$ cat config.mk
export PLATFORM = sky130hd
export DESIGN_NAME = dsss_bpsk_mod_flat
export DESIGN_NICKNAME = d
export VERILOG_FILES = /design/src/rtl/dsss_pkg.sv /design/src/rtl/dsss_bpsk_mod_if.sv /design/src/rtl/dsss_bpsk_mod_mseq_gen.sv /design/src/rtl/dsss_bpsk_mod.sv /design/src/flat_wrapper.sv
export SDC_FILE = /design/constraint.sdc
export NUM_CORES = 1
export LEC_CHECK = 0
export ABC_AREA = 0
export BUFFER_PORTS_ARGS = -buffer_cell sky130_fd_sc_hd__buf_2
export CORE_AREA = 2 2 51 53
export DETAILED_ROUTE_END_ITERATION = 7
export DIE_AREA = 0 0 53 55
export SETUP_SLACK_MARGIN = 0.05
export SLEW_MARGIN = 20
export SYNTH_ARGS = -nofsm -noshare
export SYNTH_HDL_FRONTEND = slang
export SYNTH_HIERARCHICAL = 1
export SYNTH_SLANG_ARGS = --single-unit
$ cat constraint.sdc
create_clock -name clk -period 2.33 [get_ports clk]
set_input_delay 0.466 -clock clk [delete_from_list [all_inputs] [get_ports clk]]
set_output_delay 0.466 -clock clk [all_outputs]
set_load 0.005 [all_outputs]
$ cat src/rtl/dsss_pkg.sv
// dsss_pkg: constants and types shared by the DSSS transmitter and receiver
package dsss_pkg;
  localparam int CHIP_LEN = 16;
  localparam int SEQ_LEN = 31;
  localparam int CNT_W = $clog2(CHIP_LEN);
  localparam logic [4:0] LFSR_SEED = 5'b00110;
  localparam logic [1:0] IF_POS = 2'b01;
  localparam logic [1:0] IF_NEG = 2'b11;
  localparam logic [1:0] IF_ZERO = 2'b00;
  typedef enum logic {IDLE, RUN} state_t;
endpackage

$ cat src/rtl/dsss_bpsk_mod_if.sv
// dsss_bpsk_mod_if: valid/ready data-bit stream into the transmitter
interface dsss_bpsk_mod_if;
  logic data_in;
  logic data_valid;
  logic data_ready;
  modport master(output data_in, output data_valid, input data_ready);
  modport slave(input data_in, input data_valid, output data_ready);
endinterface

$ cat src/rtl/dsss_bpsk_mod_mseq_gen.sv
// mseq_gen: 5-bit Fibonacci LFSR producing the 31-chip m-sequence
module mseq_gen
  import dsss_pkg::*;
(
  input  logic clk,
  input  logic rst,
  input  logic load,
  input  logic step,
  output logic chip
);
  logic [4:0] lfsr;
  always_ff @(posedge clk)
    if (rst || load) lfsr <= LFSR_SEED;
    else if (step) lfsr <= {lfsr[3] ^ lfsr[0], lfsr[4:1]};
  assign chip = lfsr[0];
endmodule

$ cat src/rtl/dsss_bpsk_mod.sv
// dsss_bpsk_mod: spreads each data bit over 31 chips, BPSK on an fs/4 carrier
module dsss_bpsk_mod
  import dsss_pkg::*;
(
  input  logic              clk,
  input  logic              rst,
  dsss_bpsk_mod_if.slave    s,
  output logic signed [1:0] IFout,
  output logic              chip_out,
  output logic              sym_start
);
  state_t           state;
  logic             d_reg;
  logic [1:0]       phase;
  logic [CNT_W-1:0] chip_cnt;
  logic [4:0]       chip_idx;
  logic             run, wrap, last, tr, chip, b;
  always_comb begin
    run  = state == RUN;
    wrap = chip_cnt == CNT_W'(CHIP_LEN - 1);
    last = run && wrap && chip_idx == 5'(SEQ_LEN - 1);
    tr   = s.data_valid && s.data_ready;
    b    = d_reg ^ chip;
  end
  assign s.data_ready = !rst && (!run || last);
  // a transfer reseeds the code; otherwise it advances once per chip
  mseq_gen u_mseq (
    .clk (clk),
    .rst (rst),
    .load(tr),
    .step(run && wrap && !tr),
    .chip(chip)
  );
  always_ff @(posedge clk)
    if (rst) begin
      state     <= IDLE;
      d_reg     <= 1'b0;
      phase     <= '0;
      chip_cnt  <= '0;
      chip_idx  <= '0;
      IFout     <= IF_ZERO;
      chip_out  <= 1'b0;
      sym_start <= 1'b0;
    end else begin
      IFout     <= (!run || phase[0]) ? IF_ZERO : (b ^ phase[1]) ? IF_POS : IF_NEG;
      chip_out  <= run && chip;
      sym_start <= run && phase == '0 && chip_cnt == '0 && chip_idx == '0;
      if (tr) begin
        state    <= RUN;
        d_reg    <= s.data_in;
        phase    <= '0;
        chip_cnt <= '0;
        chip_idx <= '0;
      end else if (run) begin
        state    <= last ? IDLE : RUN;
        phase    <= phase + 2'd1;
        chip_cnt <= chip_cnt + CNT_W'(1);
        chip_idx <= chip_idx + 5'(wrap);
      end
    end
endmodule

$ cat src/flat_wrapper.sv
// flat-port wrapper written by rule: the top's interface ports become plain ports
module dsss_bpsk_mod_flat import dsss_pkg::*;
  (clk, rst, IFout, chip_out, sym_start, s_data_in, s_data_valid, s_data_ready);
  dsss_bpsk_mod_if s_i ();
  input  logic clk;
  input  logic rst;
  output logic signed [1:0] IFout;
  output logic chip_out;
  output logic sym_start;
  input wire logic [$bits(s_i.data_in)-1:0] s_data_in;
  input wire logic [$bits(s_i.data_valid)-1:0] s_data_valid;
  output wire logic [$bits(s_i.data_ready)-1:0] s_data_ready;
  assign s_i.data_in = s_data_in;
  assign s_i.data_valid = s_data_valid;
  assign s_data_ready = s_i.data_ready;
  dsss_bpsk_mod u_core (.clk(clk), .rst(rst), .s(s_i), .IFout(IFout), .chip_out(chip_out), .sym_start(sym_start));
endmodule
==> impl_metrics.toml <==
[cts]
clk_path_buf_depth = 2
root_buffer = "clkbuf_4"
hold_buffers = 0
cts.sinks = 22
cts_tree = "done"
insertion_delay_ps = 290
clk_pin_slew_ps = 110
cts_inserted_buffers = 3
htreeDepth = 1

[placement]
place.gp.congestion = 0.776
io_buffers = 8
hpwl_um = 1400

[global_route]
grt_overflow = 0
grtUsageTotal_pct = 15.0
first_global_vias = 714
antenna_found_initial = 0
grt_max_degree = 13
grt-busiest-layer = "met2"
grt_pass1_wl_um = 3110
use_met3_pct = 2.42
met1_usage_pct = 18.7
met2_usage_pct = 25.0

[drt]
detail-route-antenna-nets = 0
drt_wl_total_um = 1850
drt_iter0_markers = 9
drc = 0
wl_per_cell_um = 12.8
drt_pass1_iterations = 4
via_per_inst = 5.27
vias = 764

[logic_synthesis]
synth_fa_ha_area_share_pct = 6.08
yosysWarnings = 6
async_flop_share_pct = 0
yosys.area_share.xor_xnor_pct = 5.96
synth_compound_area_share_pct = 14.7
synth.area.mux_share_pct = 7.79
ys_ff_latch = 22
syn-instance-count = 105
synth-main-ff-cell = "dfxtp_1"
yosys.area_share.simple_pct = 19.1
synth_top_family_by_area = "simple AND/OR/NAND/NOR gates"
synth_enable_flop_cells = 0
avgSynthCellArea_um2 = 9.80
synth_area_um2 = 1030
synth_nets = 114
synth_cell_types = 35
yosysSeqAreaShare_pct = 42.8

[finish]
area_delta_synth_final_pct = 10.8
top_regs = "u_core/chip_idx x5, u_core/u_mseq/lfsr x5, u_core/chip_cnt x4"
diodes = 0
drive_above_1_share_pct = 18.3
fin_nets = 126
fillers = 235
final_util_pct = 48.2

[sta]
worst_pin_slew_ps = 520
skew_ps = 2.13
finalMaxSlewViolations = 0
hold_viol_final = 0
finalCritPeriodShare_pct = 91.3
max_freq_ghz = 0.470
tns_ps = 0
fin_crit_ps = 2130
rsz0062_at_grt = "no"
setup_violations = 0
slew_headroom_pct = 65.0

[worst_setup_path]
cp-start-kind = "register"
cp_cell_sequence = "ha_1 > nand3_4 > or3_1 > a21oi_1 > buf_2"
crit_fanout = 6
cp-end-kind = "primary output"
crit_path_max_incr_delay_ps = 390
critPathArrivalTime_ps = 1660
path_class = "register to primary output"
required_ps = 1860
slowest_stage = "or3_1"

[floorplan]
coreArea_um2 = 2360
die-area_um2 = 2920
io_pins = 9
rows = 18
die_w_um = 53
start_util_pct = 43.5
die_h_um = 55

[worst_hold_path]
hp-class = "register to register"

[power_and_ir_drop]
static-leakage-power_nw = 0.426
vdd_drop_max_mv = 0.229
fin_total_pwr_mw = 0.614
power_density_nw_per_um2 = 539

[flow_run]
cap_violations = 0

[run_status]
status = "complete, no violations"
## timing repair
| action | CTS | global route |
|---|---|---|
| buffers inserted | 0 | 0 |
| setup endpoints to repair | 0 | 1 |
| hold endpoints to repair | 0 | 0 |
| gates resized for setup | 0 | 3 |
## final timing paths
check / start / endpoint / slack (ps) / cells past startpoint
max reg2reg: u_core/chip_cnt[0] / u_core/chip_idx[4] / 580 / 8
min reg2reg: u_core/u_mseq/lfsr[2] / u_core/u_mseq/lfsr[2] / 480 / 2
max: u_core/chip_cnt[0] / s_data_ready / 200 / 5
min: u_core/u_mseq/lfsr[2] / u_core/u_mseq/lfsr[2] / 480 / 2
## report_power, final
group          switching (mW)  leakage (nW)  internal (mW)  total [mW]
registers             0.00929         0.180          0.386       0.395
logic                  0.0298         0.233         0.0251      0.0549
clock network           0.104        0.0138         0.0602       0.164
## Yosys cell counts, types with 3 or more instances
cell type,number,area (um^2)
dfxtp_1,22,440
a21oi_1,12,60.1
mux2i_1,8,80.1
inv_1,6,22.5
nand2_1,6,22.5
ha_1,5,62.6
nor2_1,4,15.0
xor2_1,4,35.0
nor3_1,3,15.0
xnor2_1,3,26.3
## cells by family after synthesis
kind of cell | after synthesis
simple gates | 33
flops | 22
compound gates | 21
buf+inv | 9
mux | 8
xor+xnor | 7
fa+ha+maj | 5
## critical path, delay by kind of cell (launching register included)
| family | cells | cell delay (ps) |
|---|---|---|
| buffers and inverters | 1 | 130 |
| and+or+nand+nor | 2 | 510 |
| DFF | 1 | 360 |
| AOI/OAI and AO/OA | 1 | 160 |
| adders and majority gates | 1 | 210 |
## final cells by class
class / instances / area, um^2 / share of cell area (%)
flip-flops and latches: 22 / 443 / 38.9
clock buffers: 3 / 22.5 / 1.98
well taps: 30 / 37.5 / 3.29
inverters: 6 / 22.5 / 1.98
multi-input cells: 74 / 559 / 49.1
repair buffers: 10 / 55.1 / 4.83
## per-stage QoR
stage,setup slack [ps],hold slack [ps],instances,cell area (um^2)
after floorplan,657,438,105,1030
after global placement,505,455,142,1110
after detailed placement,494,460,142,1110
after CTS,136,466,145,1130
after global routing,86.6,463,145,1140
final,202,481,145,1140
## layout by cell type, fill, tap and decap left out
cell,count
a2111oi_2,1
a21oi_1,12
a22oi_1,1
and2_1,2
and2b_1,1
and3b_1,1
buf_2,8
buf_4,2
clkbuf_4,3
dfxtp_1,20
dfxtp_2,2
ha_1,5
inv_1,6
mux2i_1,8
nand2_1,6
nand2_2,1
nand2b_1,2
nand3_4,1
nand3b_1,1
nand3b_2,1
nand4_1,2
nand4b_1,1
nor2_1,4
nor2b_1,1
nor3_1,3
nor4_1,2
nor4b_1,1
o21ai_0,1
o221ai_1,1
o311ai_0,1
o31ai_1,1
o31ai_4,1
o32ai_1,2
or2_2,1
or3_1,2
xnor2_1,3
xor2_1,4
## routing by layer
| metal | vias up | wire, um |
|---|---|---|
| li1 | 396 | - |
| met1 | 355 | 928 |
| met2 | 11 | 854 |
| met3 | 2 | 54 |
| met4 | 0 | 13 |
| met5 | - | 0 |
Power figures use the tool's default switching activity.
